`config.mk`:
```
export PLATFORM = sky130hd
export DESIGN_NAME = dsp_sequencer
export DESIGN_NICKNAME = d
export VERILOG_FILES = /design/src/rtl/dsp_pkg.sv /design/src/rtl/dsp_sequencer.sv
export SDC_FILE = /design/constraint.sdc
export NUM_CORES = 1
export LEC_CHECK = 0
export ABC_AREA = 0
export BUFFER_PORTS_ARGS = -buffer_cell sky130_fd_sc_hd__buf_4
export CAP_MARGIN = 25
export CORE_UTILIZATION = 44
export CTS_CLUSTER_DIAMETER = 120
export DETAILED_ROUTE_END_ITERATION = 6
export GPL_TIMING_DRIVEN = 0
export PLACE_DENSITY = 0.77
export SLEW_MARGIN = 15
export SYNTH_ARGS = -nofsm -noshare
export SYNTH_HDL_FRONTEND = slang
export SYNTH_SLANG_ARGS = --single-unit
```
`constraint.sdc`:
```
create_clock -name clk -period 2.4 [get_ports clk]
set_input_delay 0.48 -clock clk [delete_from_list [all_inputs] [get_ports clk]]
set_output_delay 0.48 -clock clk [all_outputs]
set_load 0.05 [all_outputs]
```
`src/rtl/dsp_pkg.sv`:
```
// Shared DSP definitions: instruction format, opcodes and field widths.
// Imported by the sequencer and by dsp_core.
package dsp_pkg;

    localparam int OPCODE_WIDTH       = 6;
    localparam int SAMPLE_ADDR_WIDTH  = 10;
    localparam int PARAM_ADDR_WIDTH   = 10;
    localparam int INSTR_WIDTH        = OPCODE_WIDTH + SAMPLE_ADDR_WIDTH + PARAM_ADDR_WIDTH;
    localparam int PC_WIDTH           = 10;
    localparam int DEFAULT_PIPE_DEPTH = 4;

    typedef enum logic [OPCODE_WIDTH-1:0] {
        OP_NOP   = 6'd0,
        OP_LOAD  = 6'd1,
        OP_MAC   = 6'd2,
        OP_STORE = 6'd3,
        OP_SPIN  = 6'd4
    } opcode_t;

    typedef struct packed {
        opcode_t                      opcode;
        logic [SAMPLE_ADDR_WIDTH-1:0] sample_addr;
        logic [PARAM_ADDR_WIDTH-1:0]  param_addr;
    } instr_t;

    localparam instr_t NOP_INSTR = '0;

endpackage

```
`src/rtl/dsp_sequencer.sv`:
```
// Per-frame instruction sequencer: on each accepted sample tick streams the
// program from instruction RAM into dsp_core, then pads with NOPs until the core drains.
module dsp_sequencer
    import dsp_pkg::*;
#(
    parameter int PIPE_DEPTH = DEFAULT_PIPE_DEPTH
) (
    input  logic                   clk,
    input  logic                   reset_n,
    input  logic                   sample_tick,
    input  logic [PC_WIDTH:0]      prog_len,
    output logic [PC_WIDTH-1:0]    imem_rd_addr,
    output logic                   imem_rd_en,
    input  logic [INSTR_WIDTH-1:0] imem_rd_data,
    output logic [INSTR_WIDTH-1:0] instruction,
    output logic                   busy,
    output logic                   frame_done,
    output logic                   overrun,
    input  logic                   overrun_clr
);

    localparam int DRAIN_W = $clog2(PIPE_DEPTH + 1);
    localparam logic [PC_WIDTH:0]      MAX_LEN  = {1'b1, {PC_WIDTH{1'b0}}};
    localparam logic [INSTR_WIDTH-1:0] NOP_BITS = NOP_INSTR;

    typedef enum logic [1:0] {
        IDLE,
        RUN,
        DRAIN,
        DONE
    } state_t;

    state_t               state_q, state_d;
    logic [PC_WIDTH-1:0]  pc_q, pc_d;
    logic [PC_WIDTH:0]    len_q, len_d;
    logic [DRAIN_W-1:0]   drain_q, drain_d;
    logic                 overrun_q, overrun_d;
    logic                 fetch_valid_q;
    logic                 accept;
    logic [PC_WIDTH:0]    clamped_len;

    always_ff @(posedge clk or negedge reset_n) begin
        if (!reset_n) begin
            state_q       <= IDLE;
            pc_q          <= '0;
            len_q         <= '0;
            drain_q       <= '0;
            overrun_q     <= 1'b0;
            fetch_valid_q <= 1'b0;
        end else begin
            state_q       <= state_d;
            pc_q          <= pc_d;
            len_q         <= len_d;
            drain_q       <= drain_d;
            overrun_q     <= overrun_d;
            fetch_valid_q <= imem_rd_en;
        end
    end

    always_comb begin
        state_d      = state_q;
        pc_d         = pc_q;
        len_d        = len_q;
        drain_d      = drain_q;
        overrun_d    = overrun_q;
        imem_rd_en   = 1'b0;
        imem_rd_addr = '0;
        frame_done   = 1'b0;
        busy         = (state_q != IDLE);
        accept       = 1'b0;
        clamped_len  = (prog_len > MAX_LEN) ? MAX_LEN : prog_len;

        unique case (state_q)
            IDLE: begin
                accept = sample_tick;
            end
            RUN: begin
                imem_rd_en   = 1'b1;
                imem_rd_addr = pc_q;
                pc_d         = pc_q + 1'b1;
                if ({1'b0, pc_q} == len_q - 1'b1) begin
                    state_d = DRAIN;
                    drain_d = DRAIN_W'(PIPE_DEPTH);
                end
            end
            // One cycle beyond PIPE_DEPTH: the last instruction reaches the core a cycle after its read.
            DRAIN: begin
                if (drain_q == '0) begin
                    state_d = DONE;
                end else begin
                    drain_d = drain_q - 1'b1;
                end
            end
            DONE: begin
                frame_done = 1'b1;
                state_d    = IDLE;
                accept     = sample_tick;
            end
            default: begin
                state_d = IDLE;
            end
        endcase

        if (accept) begin
            len_d   = clamped_len;
            pc_d    = '0;
            state_d = (clamped_len != '0) ? RUN : DONE;
        end

        if (overrun_clr) begin
            overrun_d = 1'b0;
        end
        if (sample_tick && (state_q == RUN || state_q == DRAIN)) begin
            overrun_d = 1'b1;
        end
    end

    assign instruction = fetch_valid_q ? imem_rd_data : NOP_BITS;
    assign overrun     = overrun_q;

endmodule
```
==> out/metrics.yaml <==
sta:
  finClkSkew_ns: 0.00197
  fmaxAchievable_ghz: 0.385
  finalSetupViolCount: 5
  final_max_slew_viol_count: 0
  max_slew_margin_pct: 68.6
  setup_ws_ns: -0.200
  rsz0062_at_grt: "yes"
  finalHoldViolations: 0
  worstMarginPinSlew_ns: 0.471
  post-route-period-util_pct: 108
  min_period_ns: 2.60
clocking:
  clk_pin_slew_ns: 0.09
  clock-root-buffer: "clkbuf_8"
  cts_tree: "done"
  clockBufferDepth: 2
  clock_latency_ns: 0.28
  cts_hold_buf: 0
  cts-buffers-inserted: 3
  cts.sinks: 28
  htreeDepth: 1
grt:
  grt_usage_pct: 21.7
  grt_remaining_overflow: 0
  grt_first_pass_wirelength_mm: 8.65
  grt_pass1_vias: 1881
  grt_max_degree: 29
  antenna_found_initial: 0
critical_path:
  cp-end-kind: "flop"
  cp_max_fo: 5
  reg2reg_slack_ns: -0.20
  cp-start-kind: "flop"
  worst-setup-path-type: "reg2reg"
  crit_required_ns: 2.57
  cp_data_arrival_time_ns: 2.77
die:
  num_rows: 24
  die_x_microns: 71.0
  start_util_pct: 46.8
  coreArea_sq_um: 4470
  die_area_sq_um: 5040
  fp.dieH_microns: 71.0
  io_pins: 81
yosys:
  yosysSeqAreaShare_pct: 33.4
  avgSynthCellArea_sq_um: 8.52
  synth_top_area_share_pct: 33.4
  synth.ff_latch_count: 28
  yosysWarnings: 0
  netlist_instances: 246
  syn_area_sq_um: 2100
  synth.area.top_cells: "dfrtp_1, and2_1, ha_1"
  yosys.area.top_type: "dfrtp_1"
  synthDistinctLibCells: 49
  syn-num-nets: 296
drt:
  wl_per_cell_microns: 13.6
  drtIter0Drc: 79
  first_pass_iters: 7
  route.detailed.drc: 13
  num_vias: 2046
  vias_per_cell: 5.25
  wirelength_mm: 5.30
  final_antenna_net_count: 0
place:
  post_dp_cell_area_sq_um: 2790
  dpl.hpwl_mm: 4.04
  portBuffers: 80
  gp_congestion: 0.831
finish:
  syn_to_final_growth_pct: 42.7
  num_antenna_cells: 0
  stdcell_area_sq_um: 2990
  nFillCells: 367
  drive_above_1_share_pct: 37.9
  final_nets: 389
outcome:
  violations: "DRC, setup timing"
  status: "finished, violations left"
power:
  p_leak_nw: 1.43
  netSwitchingPower_mw: 1.93
  power_frac_comb_pct: 70.2
  power.internal_mw: 1.88
  swShare_pct: 50.7
  seq_power_share_pct: 22.0
  ir_drop_v: 0.000803
  power_density_nw_per_um2: 1280
  clockPowerShare_pct: 7.8
  p_total_mw: 3.82
run:
  drv_cap: 0
worst_hold_path:
  hold_class: "in2async"
## Yosys cell counts, drive strengths merged
master / instances
and2: 37
dfrtp: 28
nand2: 28
clkbuf: 12
inv: 12
nor2: 12
nand3b: 11
o21ai: 10
xor2: 10
ha: 9
nor3: 8
a21oi: 7
xnor2: 7
nor4: 6
and3: 4
nand3: 4
or4: 4
nand2b: 3
nor2b: 3
nor4b: 3
or3: 3
a31oi: 2
o211ai: 2
o31ai: 2
or4b: 2
a211oi: 1
a21o: 1
a221o: 1
a22oi: 1
a311oi: 1
a31o: 1
a41o: 1
and3b: 1
and4: 1
buf: 1
mux2i: 1
nand4: 1
nor3b: 1
o21a: 1
o22a: 1
o32ai: 1
or2b: 1
## flip-flops by register name (all words and copies together) (netlist names)
signal         flops
state_q            2
pc_q              10
drain_q            3
overrun            1
fetch_valid_q      1
len_q             11
## final timing paths
kind | from | end | depth (start not counted)
max | len_q[0]$_DFFE_PN0P_ | drain_q[0]$_DFFE_PN0P_ | 10
min | reset_n | len_q[9]$_DFFE_PN0P_ | 1
max reg2reg | len_q[0]$_DFFE_PN0P_ | drain_q[0]$_DFFE_PN0P_ | 10
min reg2reg | overrun$_DFFE_PN0P_ | overrun$_DFFE_PN0P_ | 2
max in group asynchronous | reset_n | len_q[6]$_DFFE_PN0P_ | 1
min in group clk | overrun_clr | overrun$_DFFE_PN0P_ | 2
## layer usage
layer / global-route usage, % / part of all wire [%] / vias up
met5: 0 / 0 / -
met4: 7.56 / 1.3 / 0
met3: 2.99 / 7.9 / 5
met2: 40.3 / 50 / 82
met1: 25.6 / 41 / 933
li1: - / - / 1026
## worst max-delay path, stage by stage, from the launching register on
cell	delay (ns)
dfrtp_1	0.41
buf_6	0.12
or4_4	0.51
buf_6	0.14
or4b_4	0.52
nand3_4	0.10
o211ai_4	0.10
o31ai_4	0.22
buf_4	0.16
a41o_1	0.15
nor3_1	0.05
## metrics by stage
stage | TNS (ns) | worst slack [ns] | utilization, % | std cells | hold WS (ns)
after global routing | -1.24 | -0.265 | 66.9 | 390 | 0.117
after floorplan | -0.162 | -0.0522 | - | 246 | 0.184
after global placement | -1.14 | -0.240 | 62.3 | 378 | 0.415
after CTS | -0.795 | -0.185 | 66.7 | 390 | 0.112
after detailed placement | -1.33 | -0.286 | 62.3 | 378 | 0.417
final | -0.871 | -0.200 | 66.9 | 390 | 0.0992
## cells in the final DEF, fill, tap and decap left out, types with 6 or more instances in the layout
cell and instances:
and2_1 34, xnor2_1 7, ha_1 7, buf_4 88, clkbuf_1 8, dfrtp_1 26, nor3_1 8, xor2_1 10
nand2_1 28, nand3b_1 11, a21oi_1 7, nor2_1 12, inv_1 10, o21ai_0 6
## cells by family after synthesis
kind of cell / synth area share, %
AO/OA/AOI/OAI: 11.3
XOR/XNOR: 7.10
adder cells (fa/ha/maj): 5.37
buffers and inverters: 5.31
flip-flops: 33.4
multiplexers: 0.478
AND/OR/NAND/NOR: 37.0
## power by group through the flow
stage          combinational, mW  clock [mW]  sequential (mW)
2_1_floorplan               1.79           0            0.821
3_5_place_dp                2.35           0            0.853
5_1_grt                     2.91       0.328            0.871
3_3_place_gp                2.31           0            0.839
6_report                    2.68       0.297            0.840
4_1_cts                     2.66       0.299            0.836
## cell type report
type	count	area (sq um)	share of cell area, %
plain buffers	10	48.8	1.63
clock buffers	4	55.1	1.84
inverters	12	45.0	1.51
multi-input cells	193	1380	46.1
flip-flops and latches	28	703	23.5
well taps	52	65.1	2.17
repair buffers	91	694	23.2
## what timing repair did
item | 4_1_cts | 5_1_grt
setup endpoints to repair | 14 | 14
pin swaps | 9 | 4
resized for setup | 18 | 5
setup buffers | 10 | 1
Power figures use the tool's default switching activity.
